--- config.mk ---
export PLATFORM = sky130hd
export DESIGN_NAME = sw_input_capture
export DESIGN_NICKNAME = d
export VERILOG_FILES = /design/src/rtl/picomips_pkg.sv /design/src/rtl/btn_debounce.sv /design/src/rtl/sw_input_capture.sv
export SDC_FILE = /design/constraint.sdc
export NUM_CORES = 1
export LEC_CHECK = 0
export ABC_AREA = 0
export CAP_MARGIN = 25
export CORE_MARGIN = 2
export CORE_UTILIZATION = 45
export DETAILED_ROUTE_END_ITERATION = 10
export PLACE_DENSITY = 0.66
export REMOVE_ABC_BUFFERS = 1
export SLEW_MARGIN = 20
export SYNTH_ARGS = -nofsm -noshare
export SYNTH_HDL_FRONTEND = slang
export SYNTH_SLANG_ARGS = --single-unit
--- constraint.sdc ---
create_clock -name clk -period 2.11 [get_ports clk]
set_clock_uncertainty 0.05 [all_clocks]
set_input_delay 0.211 -clock clk [delete_from_list [all_inputs] [get_ports clk]]
set_output_delay 0.211 -clock clk [all_outputs]
set_load 0.02 [all_outputs]
--- src/rtl/picomips_pkg.sv ---
// Shared types and defaults for the picoMIPS input path.
package picomips_pkg;

  localparam int unsigned SW_WIDTH = 8;

  typedef enum logic {
    RELEASED = 1'b0,
    PRESSED  = 1'b1
  } btn_state_t;

  typedef enum logic {
    COORD_X = 1'b0,
    COORD_Y = 1'b1
  } coord_tag_t;

  function automatic coord_tag_t next_tag(input coord_tag_t t);
    return (t == COORD_X) ? COORD_Y : COORD_X;
  endfunction

endpackage

--- src/rtl/btn_debounce.sv ---
// Single-bit 2-flop synchroniser plus counter-based debouncer producing a stable level.
module btn_debounce #(
  parameter int unsigned DEBOUNCE_CYCLES = 4
) (
  input  logic clk,
  input  logic reset,
  input  logic din,
  output logic stable
);

  localparam logic [7:0] LIMIT = 8'(DEBOUNCE_CYCLES - 1);

  logic       meta_q;
  logic       sync_q;
  logic       stable_q;
  logic [7:0] cnt_q;
  logic [1:0] prime_q;

  // Until the synchroniser has filled, stable tracks the input directly so a
  // button held through reset is seen as already pressed rather than as a new edge.
  always_ff @(posedge clk) begin
    if (reset) begin
      meta_q   <= 1'b0;
      sync_q   <= 1'b0;
      stable_q <= 1'b0;
      cnt_q    <= '0;
      prime_q  <= '0;
    end else begin
      meta_q <= din;
      sync_q <= meta_q;
      if (prime_q != 2'd3) begin
        prime_q  <= prime_q + 2'd1;
        stable_q <= sync_q;
        cnt_q    <= '0;
      end else if (sync_q == stable_q) begin
        cnt_q <= '0;
      end else if (cnt_q == LIMIT) begin
        stable_q <= sync_q;
        cnt_q    <= '0;
      end else begin
        cnt_q <= cnt_q + 8'd1;
      end
    end
  end

  assign stable = stable_q;

endmodule

--- src/rtl/sw_input_capture.sv ---
// Switch/button capture: one-shot press detection feeding a 2-entry X/Y-tagged FIFO.
// Define SW_INPUT_DEBOUNCE_EN to insert the button debouncer; otherwise stable = sw8_s.
module sw_input_capture
  import picomips_pkg::*;
#(
  parameter int unsigned WIDTH           = SW_WIDTH,
  parameter int unsigned DEBOUNCE_CYCLES = 4
) (
  input  logic                    clk,
  input  logic                    reset,
  input  logic signed [WIDTH-1:0] SW,
  input  logic                    SW8,
  output logic signed [WIDTH-1:0] rd_data,
  output logic                    rd_is_y,
  output logic                    rd_valid,
  input  logic                    rd_ack,
  output logic                    overflow
);

  if (DEBOUNCE_CYCLES < 1 || DEBOUNCE_CYCLES > 255) begin : g_cfg_check
    $error("DEBOUNCE_CYCLES must be in 1..255");
  end

  localparam logic [2:0] ARM_DONE = 3'd4;

  logic signed [WIDTH-1:0] sw_meta_q;
  logic signed [WIDTH-1:0] sw_s;
  logic                    stable;

  always_ff @(posedge clk) begin
    if (reset) begin
      sw_meta_q <= '0;
      sw_s      <= '0;
    end else begin
      sw_meta_q <= SW;
      sw_s      <= sw_meta_q;
    end
  end

`ifdef SW_INPUT_DEBOUNCE_EN
  btn_debounce #(
    .DEBOUNCE_CYCLES(DEBOUNCE_CYCLES)
  ) u_btn_debounce (
    .clk   (clk),
    .reset (reset),
    .din   (SW8),
    .stable(stable)
  );
`else
  logic sw8_meta_q;
  logic sw8_s;

  always_ff @(posedge clk) begin
    if (reset) begin
      sw8_meta_q <= 1'b0;
      sw8_s      <= 1'b0;
    end else begin
      sw8_meta_q <= SW8;
      sw8_s      <= sw8_meta_q;
    end
  end

  assign stable = sw8_s;
`endif

  logic [2:0] arm_q;
  logic       armed;
  btn_state_t state_q;
  logic       press;

  assign armed = (arm_q == ARM_DONE);
  assign press = armed && (state_q == RELEASED) && stable;

  // While arming after reset the FSM copies the level, so a held button never pulses.
  always_ff @(posedge clk) begin
    if (reset) begin
      arm_q   <= '0;
      state_q <= RELEASED;
    end else if (!armed) begin
      arm_q   <= arm_q + 3'd1;
      state_q <= stable ? PRESSED : RELEASED;
    end else begin
      unique case (state_q)
        RELEASED: if (stable)  state_q <= PRESSED;
        PRESSED:  if (!stable) state_q <= RELEASED;
      endcase
    end
  end

  logic signed [WIDTH-1:0] data_mem [2];
  coord_tag_t              tag_mem  [2];
  logic                    wr_ptr_q;
  logic                    rd_ptr_q;
  logic [1:0]              count_q;
  coord_tag_t              tag_q;
  coord_tag_t              last_tag_q;
  logic signed [WIDTH-1:0] last_data_q;
  logic                    overflow_q;
  logic                    full;
  logic                    do_pop;
  logic                    do_push;
  logic                    drop;

  assign full    = (count_q == 2'd2);
  assign do_pop  = rd_ack && (count_q != 2'd0);
  assign do_push = press && (!full || do_pop);
  assign drop    = press && full && !do_pop;

  always_ff @(posedge clk) begin
    if (reset) begin
      for (int i = 0; i < 2; i++) begin
        data_mem[i] <= '0;
        tag_mem[i]  <= COORD_X;
      end
      wr_ptr_q    <= 1'b0;
      rd_ptr_q    <= 1'b0;
      count_q     <= '0;
      tag_q       <= COORD_X;
      last_tag_q  <= COORD_X;
      last_data_q <= '0;
      overflow_q  <= 1'b0;
    end else begin
      if (press) tag_q <= next_tag(tag_q);
      if (drop) overflow_q <= 1'b1;
      if (do_push) begin
        data_mem[wr_ptr_q] <= sw_s;
        tag_mem[wr_ptr_q]  <= tag_q;
        wr_ptr_q           <= ~wr_ptr_q;
      end
      // Popped entry is kept so the outputs hold their last value once empty.
      if (do_pop) begin
        last_data_q <= data_mem[rd_ptr_q];
        last_tag_q  <= tag_mem[rd_ptr_q];
        rd_ptr_q    <= ~rd_ptr_q;
      end
      unique case ({do_push, do_pop})
        2'b10:   count_q <= count_q + 2'd1;
        2'b01:   count_q <= count_q - 2'd1;
        default: count_q <= count_q;
      endcase
    end
  end

  assign rd_valid = (count_q != 2'd0);
  assign rd_data  = rd_valid ? data_mem[rd_ptr_q] : last_data_q;
  assign rd_is_y  = ((rd_valid ? tag_mem[rd_ptr_q] : last_tag_q) == COORD_Y);
  assign overflow = overflow_q;

endmodule

==> summary.txt, run 1 <==
Outcome
  – Status: complete, no violations

Placement
  – Placed cell area: 2450 µm²
  – DP Wirelength: 2380 µm
  – I/O Buffers: 22
  – Final Wtd Congestion: 0.778

STA
  – Minimum clock period: 1950 ps
  – Worst slew margin: 72.1%
  – RSZ-0062 raised after global routing: no
  – Period utilization: 92.5%
  – Setup violations, final: 0
  – Worst slew pin tran: 416 ps
  – Sum Neg Setup Slack: 0 ps
  – Highest Clock Rate: 513 MHz
  – Slew Limit Fails: 0
  – Hold Vio Cnt, Final: 0

CTS
  – Post-CTS Setup Inserts: 0
  – Clock root buffer: clkbuf_8
  – Worst-skew pair later-pin latency: 300 ps
  – Clock transition at path regs: 90 ps
  – CTS tree: done
  – H-Tree Level Count: 2
  – CTS sink cnt: 56
  – CTS Buf Count: 5
  – CTS Hold Bufs: 0
  – Clock Tree Buf Depth: 2

Cells and area
  – Fin area: 2590 µm²
  – Antenna diode count: 0
  – Share of layout cells above drive strength 1: 10.7%
  – Area Overhead vs Synth: 19.8%
  – Post-layout nets: 229

Worst setup path
  – Family with the most delay on the worst path: simple AND/OR/NAND/NOR gates
  – Crit path capture type: flop
  – Worst reg2reg path startpoint: arm_q[0]$_SDFFE_PP0P_
  – Req. time, crit path: 2300 ps
  – R2R Setup Slk: 160 ps
  – Sum of buffers and inverters on the critical path: 2
  – Crit-path slowest cell: dfxtp_1
  – CP cell instances: inv_1, ha_2, nand4b_4, nor2_4, inv_2, ha_1, or3_1, a21oi_1
  – Crit-path max cell delay: 350 ps
  – Kind of critical path: reg2reg
  – Crit-path max FO: 5
  – Critical Path AT: 2140 ps
  – Worst reg-to-reg path cell count: 8
  – Reg2reg end: count_q[1]$_SDFFE_PP0P_
  – Critical Path Source Type: flop

Logic synthesis
  – Ys async rst share: 0%
  – Syn Inst Count: 188
  – Cell area after synthesis: 2160 µm²
  – Post-synth EDFFs: 18
  – YS warnings: 0
  – Seq/Total Area, Yosys: 60.3%
  – Synth Flop Type: dfxtp_1
  – Mapped Avg Cell Area: 11.5 µm²
  – Synthesized flop and latch total: 56
  – Library cells used by synthesis: 34

Routing
  – DRC Markers: 0
  – 1st-iter DRT viols: 42
  – Detailed-route via count: 1313
  – Vias per std cell: 4.88
  – Wire per inst: 12.0 µm
  – Detailed Routing Iterations Pass 1: 4
  – Routed WL: 3240 µm
  – Post-route ant nets: 0

Min path
  – Hold Crit Depth: 1
  – Worst Hold Class: reg2reg
  – HP Start: sw_meta_q[2]$_SDFF_PP0_
  – Hold Path End: sw_s[2]$_SDFF_PP0_

GRT
  – Via count of the first global-routing pass: 1230
  – Gr usage total: 13.8%
  – Total grt overflow: 0
  – Largest net degree at the start of global routing: 27
  – First-pass GRT wire length: 5500 µm
  – Initial antenna violation count: 0

Floorplan
  – Die Y: 73.3 µm
  – Die area: 5370 µm²
  – Site row count: 25
  – Die Wd: 73.3 µm
  – Starting Density: 46.3%
  – Core area: 4660 µm²
  – IO Count: 23

Power
  – Maximum VDD drop: 0.389 mV
  – Leak: 1.09 nW
  – Tot Pwr: 0.00197 W
  – PD cells: 761 nW/µm²

Job
  – Maxcap violations: 0
flip-flops by register name, summed over array words and instances (netlist names), named ones only:
register     count
overflow         1
wr_ptr_q         1
sw8_meta_q       1
arm_q            3
tag_q            1
count_q          2
state_q          1
sw_meta_q        8
stable           1
data_mem        16
last_data_q      8
last_tag_q       1
tag_mem          2
sw_s             8
rd_ptr_q         1
synth_stat cells, drive strengths merged (4+ instances only):
| cell type | count | area share (%) |
|---|---|---|
| dfxtp | 38 | 35 |
| clkbuf | 5 | 0.93 |
| edfxtp | 18 | 25 |
| inv | 4 | 0.70 |
| nor2 | 26 | 4.9 |
| mux2i | 9 | 4.2 |
| buf | 4 | 1.2 |
| a21oi | 12 | 2.8 |
| and2 | 16 | 4.6 |
| a211oi | 9 | 3.1 |
| nor2b | 19 | 5.5 |
area by class of cell:
type / instances / area [µm²]
multi-input cells: 119 / 806
repair buffers: 28 / 288
clock buffers: 6 / 72.6
well taps: 54 / 67.6
clock inverters: 2 / 35.0
inverters: 4 / 15.0
flip-flops and latches: 56 / 1300
fillers: 395 / 2070
per-stage QoR:
| stage | instances | hold WS, ps | setup WS, ps | utilization [%] |
|---|---|---|---|---|
| 2_1_floorplan | 179 | 230 | 223 | - |
| 3_3_place_gp | 261 | 377 | 212 | 52.5 |
| 3_5_place_dp | 261 | 376 | 120 | 52.5 |
| 4_1_cts | 269 | 396 | 31.4 | 54.9 |
| 5_1_grt | 269 | 401 | 29.5 | 55.5 |
| 6_report | 269 | 393 | 159 | 55.5 |
what timing repair did:
| action | in CTS | in global routing |
|---|---|---|
| gates resized for setup | 2 | 11 |
| endpoints found under the hold margin | 0 | 0 |
| endpoints found under the setup margin | 9 | 10 |
| pin swaps | 0 | 0 |
| cloned | 0 | 0 |
where the power goes:
group | total [W] | internal (W) | leakage (nW) | switching, W
combinational | 0.000136 | 0.0000669 | 0.535 | 0.0000692
sequential | 0.00117 | 0.00115 | 0.497 | 0.0000186
clock | 0.000666 | 0.000352 | 0.0552 | 0.000313
cells by family (layout without fill, tap and decap cells):
group / Yosys count / after routing / synth area share [%]
XOR/XNOR: 5 / 5 / 2.03
buffers and inverters: 13 / 40 / 2.84
flip-flops: 56 / 56 / 60.3
AO/OA/AOI/OAI: 26 / 26 / 7.53
adder cells (fa/ha/maj): 3 / 3 / 1.74
AND/OR/NAND/NOR: 76 / 76 / 21.4
multiplexers: 9 / 9 / 4.17
metal layers:
layer	global-route usage (%)	part of all wire, %	up-vias
met5	0	0	-
met4	4.32	0.52	0
met3	4.94	4.2	2
met2	24.0	51	26
met1	15.6	44	605
li1	-	-	680
layout by cell type, fill, tap and decap left out, types with 2 or more instances in the layout:
| cell | n |
|---|---|
| xnor2_1 | 3 |
| dfxtp_1 | 37 |
| dlymetal6s2s_1 | 9 |
| inv_1 | 3 |
| xor2_1 | 2 |
| and2_1 | 16 |
| mux2i_1 | 8 |
| nor2_1 | 25 |
| nor2b_1 | 19 |
| nand2_1 | 3 |
| clkbuf_8 | 5 |
| a211oi_1 | 9 |
| clkdlybuf4s50_1 | 13 |
| edfxtp_1 | 18 |
| nand2b_1 | 2 |
| buf_4 | 6 |
| ha_1 | 2 |
| o21bai_1 | 2 |
| a21oi_1 | 12 |
worst max path at each step:
stage | end | depth (start not counted) | slack (ps) | from
floorplan | data_mem[0][0]$_SDFFCE_PN0P_ | 6 | 220 | arm_q[0]$_SDFFE_PP0P_
finish | count_q[1]$_SDFFE_PP0P_ | 8 | 160 | arm_q[0]$_SDFFE_PP0P_
global placement | count_q[1]$_SDFFE_PP0P_ | 8 | 210 | arm_q[0]$_SDFFE_PP0P_
global route | count_q[1]$_SDFFE_PP0P_ | 9 | 30 | arm_q[0]$_SDFFE_PP0P_
detailed placement | count_q[1]$_SDFFE_PP0P_ | 8 | 120 | arm_q[0]$_SDFFE_PP0P_
CTS | rd_data[0] | 4 | 30 | count_q[0]$_SDFFE_PP0P_
(Power assumes the default switching activity.)
==> inputs of run 2 (changes only) <==
--- a/config.mk
+++ b/config.mk
@@ -8,9 +8,9 @@
 export ABC_AREA = 0
 export CAP_MARGIN = 25
 export CORE_MARGIN = 2
-export CORE_UTILIZATION = 45
+export CORE_UTILIZATION = 50
 export DETAILED_ROUTE_END_ITERATION = 10
-export PLACE_DENSITY = 0.66
+export PLACE_DENSITY = 0.72
 export REMOVE_ABC_BUFFERS = 1
 export SLEW_MARGIN = 20
 export SYNTH_ARGS = -nofsm -noshare
==> summary.txt, run 2 (synthesized netlist as in run 1, its figures left out) <==
Outcome
  – Status: complete, no violations (unchanged)

Worst setup path
  – Sum of buffers and inverters on the critical path: 1 (was 2)
  – Kind of critical path: reg2out (was reg2reg)
  – Family with the most delay on the worst path: buffers and inverters (was simple AND/OR/NAND/NOR gates)
  – Critical Path Source Type: flop (unchanged)
  – CP cell instances: or2_4, nor2_1, a21oi_1, clkdlybuf4s50_1 (was inv_1, ha_2, nand4b_4, nor2_4, inv_2, ha_1, or3_1, a21oi_1)
  – Critical Path AT: 1770 ps (was 2140 ps)
  – Crit path capture type: primary output (was flop)
  – Crit-path slowest cell: clkdlybuf4s50_1 (was dfxtp_1)
  – R2R Setup Slk: 150 ps (was 160 ps)
  – Crit-path max FO: 10 (was 5)
  – Crit-path max cell delay: 620 ps (was 350 ps)
  – Req. time, crit path: 1850 ps (was 2300 ps)

Power
  – Leak: 0.954 nW (was 1.09 nW)
  – PD cells: 739 nW/µm² (was 761 nW/µm²)
  – Maximum VDD drop: 0.605 mV (was 0.389 mV)

Cells and area
  – Area Overhead vs Synth: 17.4% (was 19.8%)
  – Most flops, register: data_mem (unchanged)
  – Share of layout cells above drive strength 1: 11.6% (was 10.7%)
  – Post-layout nets: 230 (was 229)
  – Max FFs per register: 16 (unchanged)
  – Antenna diode count: 0 (unchanged)
  – Most frequent cells in the layout: 36 x dfxtp_1, 25 x nor2_1, 19 x nor2b_1 (was 37 x dfxtp_1, 25 x nor2_1, 19 x nor2b_1)
  – Commonest non-fill, non-tap cell in the layout: dfxtp_1 (unchanged)

GRT
  – Total grt overflow: 0 (unchanged)
  – First-pass GRT wire length: 5780 µm (was 5500 µm)
  – Via count of the first global-routing pass: 1328 (was 1230)
  – Largest net degree at the start of global routing: 27 (unchanged)
  – Gr usage total: 15.0% (was 13.8%)
  – Initial antenna violation count: 0 (unchanged)

Floorplan
  – Core area: 4090 µm² (was 4660 µm²)
  – IO Count: 23 (unchanged)
  – Die Wd: 69.7 µm (was 73.3 µm)
  – Die area: 4860 µm² (was 5370 µm²)
  – Site row count: 23 (was 25)
  – Starting Density: 52.8% (was 46.3%)
  – Die Y: 69.7 µm (was 73.3 µm)

Routing
  – Detailed Routing Iterations Pass 1: 4 (unchanged)
  – Detailed-route via count: 1341 (was 1313)
  – Post-route ant nets: 0 (unchanged)
  – DRC Markers: 0 (unchanged)
  – Wire per inst: 12.4 µm (was 12.0 µm)
  – Routed WL: 3300 µm (was 3240 µm)
  – 1st-iter DRT viols: 22 (was 42)
  – Vias per std cell: 5.04 (was 4.88)

Min path
  – Worst Hold Class: reg2reg (unchanged)

Placement
  – I/O Buffers: 22 (unchanged)
  – DP Wirelength: 2370 µm (was 2380 µm)
  – Final Wtd Congestion: 0.770 (was 0.778)
  – Pre-CTS WS: 84.3 ps (was 120 ps)

CTS
  – Clock root buffer: clkbuf_8 (unchanged)
  – CTS Hold Bufs: 0 (unchanged)
  – H-Tree Level Count: 2 (unchanged)
  – Worst-skew pair later-pin latency: 310 ps (was 300 ps)
  – Post-CTS Setup Inserts: 0 (unchanged)
  – Clock transition at path regs: 100 ps (was 90 ps)
  – Clock Tree Buf Depth: 2 (unchanged)
  – CTS sink cnt: 56 (unchanged)
  – CTS Buf Count: 5 (unchanged)
  – CTS tree: done (unchanged)

STA
  – Period utilization: 96.4% (was 92.5%)
  – Worst slew pin tran: 381 ps (was 416 ps)
  – Highest Clock Rate: 492 MHz (was 513 MHz)
  – Minimum clock period: 2030 ps (was 1950 ps)
  – Slew Limit Fails: 0 (unchanged)
  – Worst slew margin: 74.5% (was 72.1%)
  – RSZ-0062 raised after global routing: no (unchanged)
  – Hold Vio Cnt, Final: 0 (unchanged)
  – Sum Neg Setup Slack: 0 ps (unchanged)
  – Worst setup margin: 76.7 ps (was 159 ps)
  – Setup violations, final: 0 (unchanged)

Job
  – Maxcap violations: 0 (unchanged)
-- run 2: changes by cell type in the layout (fill, tap and decap cells not counted) --
cell,delta
dlymetal6s2s_1,-9
dlygate4sd2_1,+8
bufinv_16,-1
clkbuf_1,-1
clkdlybuf4s50_1,+1
clkinvlp_4,+1
dfxtp_1,-1
dfxtp_2,+1
inv_6,+1
mux2i_1,+1
mux2i_2,-1
or2_2,+1
-- run 2: final cells by class --
class | count | area [µm²]
sequential | 56 | 1300
clock buffer | 5 | 68.8
clock inverter | 3 | 21.3
inverter | 4 | 15.0
fill | 324 | 1550
tap | 50 | 62.6
multi-input combinational | 120 | 808
timing repair buffer | 28 | 255
-- run 2: repair_timing --
action                                  4_1_cts  5_1_grt
endpoints found under the setup margin        9        2
gates resized for setup                      10        2
pin swaps                                     0        1
cloned                                        1        0
-- run 2: metrics by stage --
stage	cell area, µm²	utilization (%)	instances	hold slack (ps)	power, W
after detailed placement	2440	59.7	257	374	0.00133
after floorplan	2110	-	179	230	0.00126
after CTS	2530	61.9	266	387	0.00189
after global placement	2440	59.7	257	372	0.00132
final	2530	62.0	266	393	0.00187
after global routing	2530	62.0	266	395	0.00196
-- run 2: where the power goes --
part / switching [W] / internal [W]
Sequential: 0.0000187 / 0.00115
Combinational: 0.0000683 / 0.0000642
Clock: 0.000337 / 0.000236
-- run 2: path summary, 6_finish.rpt --
check                           from                      end  cells after the start
max          count_q[0]$_SDFFE_PP0P_               rd_data[0]                      4
min          sw_meta_q[3]$_SDFF_PP0_       sw_s[3]$_SDFF_PP0_                      1
max reg2reg    arm_q[0]$_SDFFE_PP0P_  count_q[1]$_SDFFE_PP0P_                      8
min reg2reg  sw_meta_q[3]$_SDFF_PP0_       sw_s[3]$_SDFF_PP0_                      1
-- run 2: per-layer routing --
layer | vias to the layer above | wire length, µm | global-route usage [%]
met4 | 0 | 73 | 8.76
met3 | 7 | 131 | 3.63
met5 | - | 0 | 0
met1 | 616 | 1460 | 17.1
li1 | 689 | - | -
met2 | 29 | 1640 | 25.6
-- run 2: worst reg2reg max path, delay by kind of cell (launching register included) --
kind	cells	cell delay, ps
buffers and inverters	2	130
flip-flops	1	340
AO/OA/AOI/OAI	1	150
adder cells (fa/ha/maj)	2	540
AND/OR/NAND/NOR	3	690
==> inputs of run 3 (changes only) <==
--- a/config.mk
+++ b/config.mk
@@ -10,8 +10,11 @@
 export CORE_MARGIN = 2
 export CORE_UTILIZATION = 50
 export DETAILED_ROUTE_END_ITERATION = 10
+export GPL_ROUTABILITY_DRIVEN = 1
+export GPL_TIMING_DRIVEN = 0
 export PLACE_DENSITY = 0.72
 export REMOVE_ABC_BUFFERS = 1
+export SETUP_SLACK_MARGIN = 0.5
 export SLEW_MARGIN = 20
 export SYNTH_ARGS = -nofsm -noshare
 export SYNTH_HDL_FRONTEND = slang
==> summary.txt, run 3 (synthesized netlist as in run 1, its figures left out) <==
Outcome
  – Status: complete, no violations (unchanged)

Routing
  – Routed WL: 3440 µm (was 3300 µm)
  – DRC Markers: 0 (unchanged)
  – Detailed Routing Iterations Pass 1: 4 (unchanged)
  – Detailed-route via count: 1342 (was 1341)
  – Max Used Layer: met4 (unchanged)
  – Wire per inst: 12.9 µm (was 12.4 µm)
  – 1st-iter DRT viols: 25 (was 22)
  – Routed length on met3: 118 µm (was 131 µm)
  – Met2 routed WL: 1900 µm (was 1640 µm)
  – Vias per std cell: 5.01 (was 5.04)
  – Post-route ant nets: 0 (unchanged)
  – Routed met1 length: 1400 µm (was 1460 µm)

Cells and area
  – Most frequent cells in the layout: 33 x dfxtp_1, 22 x nor2_1, 19 x nor2b_1 (was 36 x dfxtp_1, 25 x nor2_1, 19 x nor2b_1)
  – Most flops, register: data_mem (unchanged)
  – Antenna diode count: 0 (unchanged)
  – Max FFs per register: 16 (unchanged)
  – Post-layout nets: 232 (was 230)
  – Share of layout cells above drive strength 1: 25.2% (was 11.6%)
  – # fillers: 319 (was 324)
  – Cell Count, Final, Fillers Out: 268 (was 266)
  – Commonest non-fill, non-tap cell in the layout: dfxtp_1 (unchanged)
  – Area Overhead vs Synth: 21.3% (was 17.4%)

CTS
  – H-Tree Level Count: 2 (unchanged)
  – Clock transition at path regs: 100 ps (about the same)
  – CTS tree: done (unchanged)
  – Clock Tree Buf Depth: 2 (unchanged)
  – CTS sink cnt: 56 (unchanged)
  – CTS Hold Bufs: 0 (unchanged)
  – CTS Buf Count: 5 (unchanged)
  – Clock root buffer: clkbuf_8 (unchanged)
  – Worst-skew pair later-pin latency: 300 ps (was 310 ps)

Worst setup path
  – Crit path capture type: flop (was primary output)
  – Req. time, crit path: 2290 ps (was 1850 ps)
  – Critical Path Source Type: flop (unchanged)
  – Crit-path max FO: 3 (was 10)
  – Critical Path AT: 1860 ps (was 1770 ps)
  – Critical Path Start: arm_q[1]$_SDFFE_PP0P_ (was count_q[0]$_SDFFE_PP0P_)
  – Crit-path slowest cell: dfxtp_2 (was clkdlybuf4s50_1)
  – Family with the most delay on the worst path: simple AND/OR/NAND/NOR gates (was buffers and inverters)
  – Kind of critical path: reg2reg (was reg2out)
  – Sum of buffers and inverters on the critical path: 2 (was 1)
  – Crit-path max cell delay: 340 ps (was 620 ps)
  – Worst reg2reg path startpoint: arm_q[1]$_SDFFE_PP0P_ (was arm_q[0]$_SDFFE_PP0P_)
  – CP cell instances: inv_2, ha_4, nand4b_4, nor2_4, inv_2, ha_4, xnor2_1, or3_1, a21oi_1 (was or2_4, nor2_1, a21oi_1, clkdlybuf4s50_1)

STA
  – Period utilization: 79.6% (was 96.4%)
  – RSZ-0062 raised after global routing: yes (was no)
  – Highest Clock Rate: 595 MHz (was 492 MHz)
  – Slew Limit Fails: 0 (unchanged)
  – Hold_ws: 389 ps (was 393 ps)
  – Worst slew pin tran: 744 ps (was 381 ps)
  – Worst slew margin: 50.4% (was 74.5%)
  – Hold Vio Cnt, Final: 0 (unchanged)
  – Minimum clock period: 1680 ps (was 2030 ps)
  – Sum Neg Setup Slack: 0 ps (unchanged)
  – Setup violations, final: 0 (unchanged)

Min path
  – HP Start: sw_meta_q[7]$_SDFF_PP0_ (was sw_meta_q[3]$_SDFF_PP0_)
  – Worst Hold Class: reg2reg (unchanged)

Power
  – Tot Pwr: 0.00189 W (was 0.00187 W)
  – PD cells: 723 nW/µm² (was 739 nW/µm²)
  – Maximum VDD drop: 0.431 mV (was 0.605 mV)
  – Leak: 0.966 nW (was 0.954 nW)

Floorplan
  – IO Count: 23 (unchanged)
  – Die Wd: 69.7 µm (unchanged)
  – Core area: 4090 µm² (unchanged)
  – Site row count: 23 (unchanged)
  – Die Y: 69.7 µm (unchanged)
  – Die area: 4860 µm² (unchanged)
  – Starting Density: 52.8% (unchanged)

GRT
  – Total grt overflow: 0 (unchanged)
  – Initial antenna violation count: 0 (unchanged)
  – Largest net degree at the start of global routing: 44 (was 27)
  – First-pass GRT wire length: 5560 µm (was 5780 µm)
  – Via count of the first global-routing pass: 1243 (was 1328)
  – Gr usage total: 14.4% (was 15.0%)

Placement
  – Placed Cells: 251 (was 257)
  – I/O Buffers: 22 (unchanged)
  – Final Wtd Congestion: 0.681 (was 0.770)
  – DP Wirelength: 2220 µm (was 2370 µm)

Job
  – Maxcap violations: 0 (unchanged)
==> run 3: cell types whose count changed in the layout (fill, tap and decap cells not counted), sizes merged <==
cell	before	now
buf	6	18
clkbuf	5	6
clkdlybuf4s15	0	1
clkdlybuf4s50	14	11
dlygate4sd2	8	0
inv	5	4
==> run 3: repair_timing <==
| item | in CTS | in global routing |
|---|---|---|
| endpoints found under the setup margin | 46 | 46 |
| resized for setup | 54 | 23 |
| buffers inserted | 6 | 2 |
| pin swaps | 4 | 2 |
| gates cloned | 1 | 0 |
==> run 3: report_power, final <==
part / switching, W / total [W] / internal, W / leakage [nW]
Combinational: 0.0000819 / 0.000165 / 0.0000833 / 0.425
Clock: 0.000325 / 0.000561 / 0.000237 / 0.0414
Sequential: 0.0000200 / 0.00117 / 0.00115 / 0.500
==> run 3: cell type report <==
cell class | instances | area (µm²) | area share [%]
Clock buffer | 6 | 72.6 | 2.77
Clock inverter | 2 | 16.3 | 0.621
Inverter | 4 | 15.0 | 0.573
Multi-Input combinational cell | 120 | 888 | 33.9
Sequential cell | 56 | 1320 | 50.2
Tap cell | 50 | 62.6 | 2.39
Timing Repair Buffer | 30 | 250 | 9.55
==> run 3: worst reg2reg max path, cell delays in order (launching register included) <==
cell and delay, ps:
dfxtp_2 340, inv_2 70, ha_4 150, nand4b_4 120, nor2_4 110, inv_2 70, ha_4 160, xnor2_1 130
or3_1 310, a21oi_1 120
==> run 3: metrics by stage <==
| step | area [µm²] | utilization, % | setup WS, ps |
|---|---|---|---|
| floorplan | 2110 | - | 223 |
| global placement | 2400 | 58.6 | -461 |
| detailed placement | 2390 | 58.5 | -201 |
| CTS | 2540 | 62.1 | 429 |
| global route | 2620 | 64.1 | 331 |
| finish | 2620 | 64.1 | 430 |
==> run 3: path summary, 6_finish.rpt <==
kind / cells after the start / end / slack (ps)
hold reg to reg: 1 / sw_s[7]$_SDFF_PP0_ / 390
setup reg to reg: 9 / count_q[1]$_SDFFE_PP0P_ / 430
hold / removal: 1 / sw_s[7]$_SDFF_PP0_ / 390
setup / recovery: 9 / count_q[1]$_SDFFE_PP0P_ / 430
==> run 3: routing by layer <==
| layer | vias up | global-route usage, % |
|---|---|---|
| met1 | 623 | 15.6 |
| met5 | - | 0 |
| met3 | 4 | 5.09 |
| met2 | 23 | 26.2 |
| li1 | 692 | - |
| met4 | 0 | 4.91 |
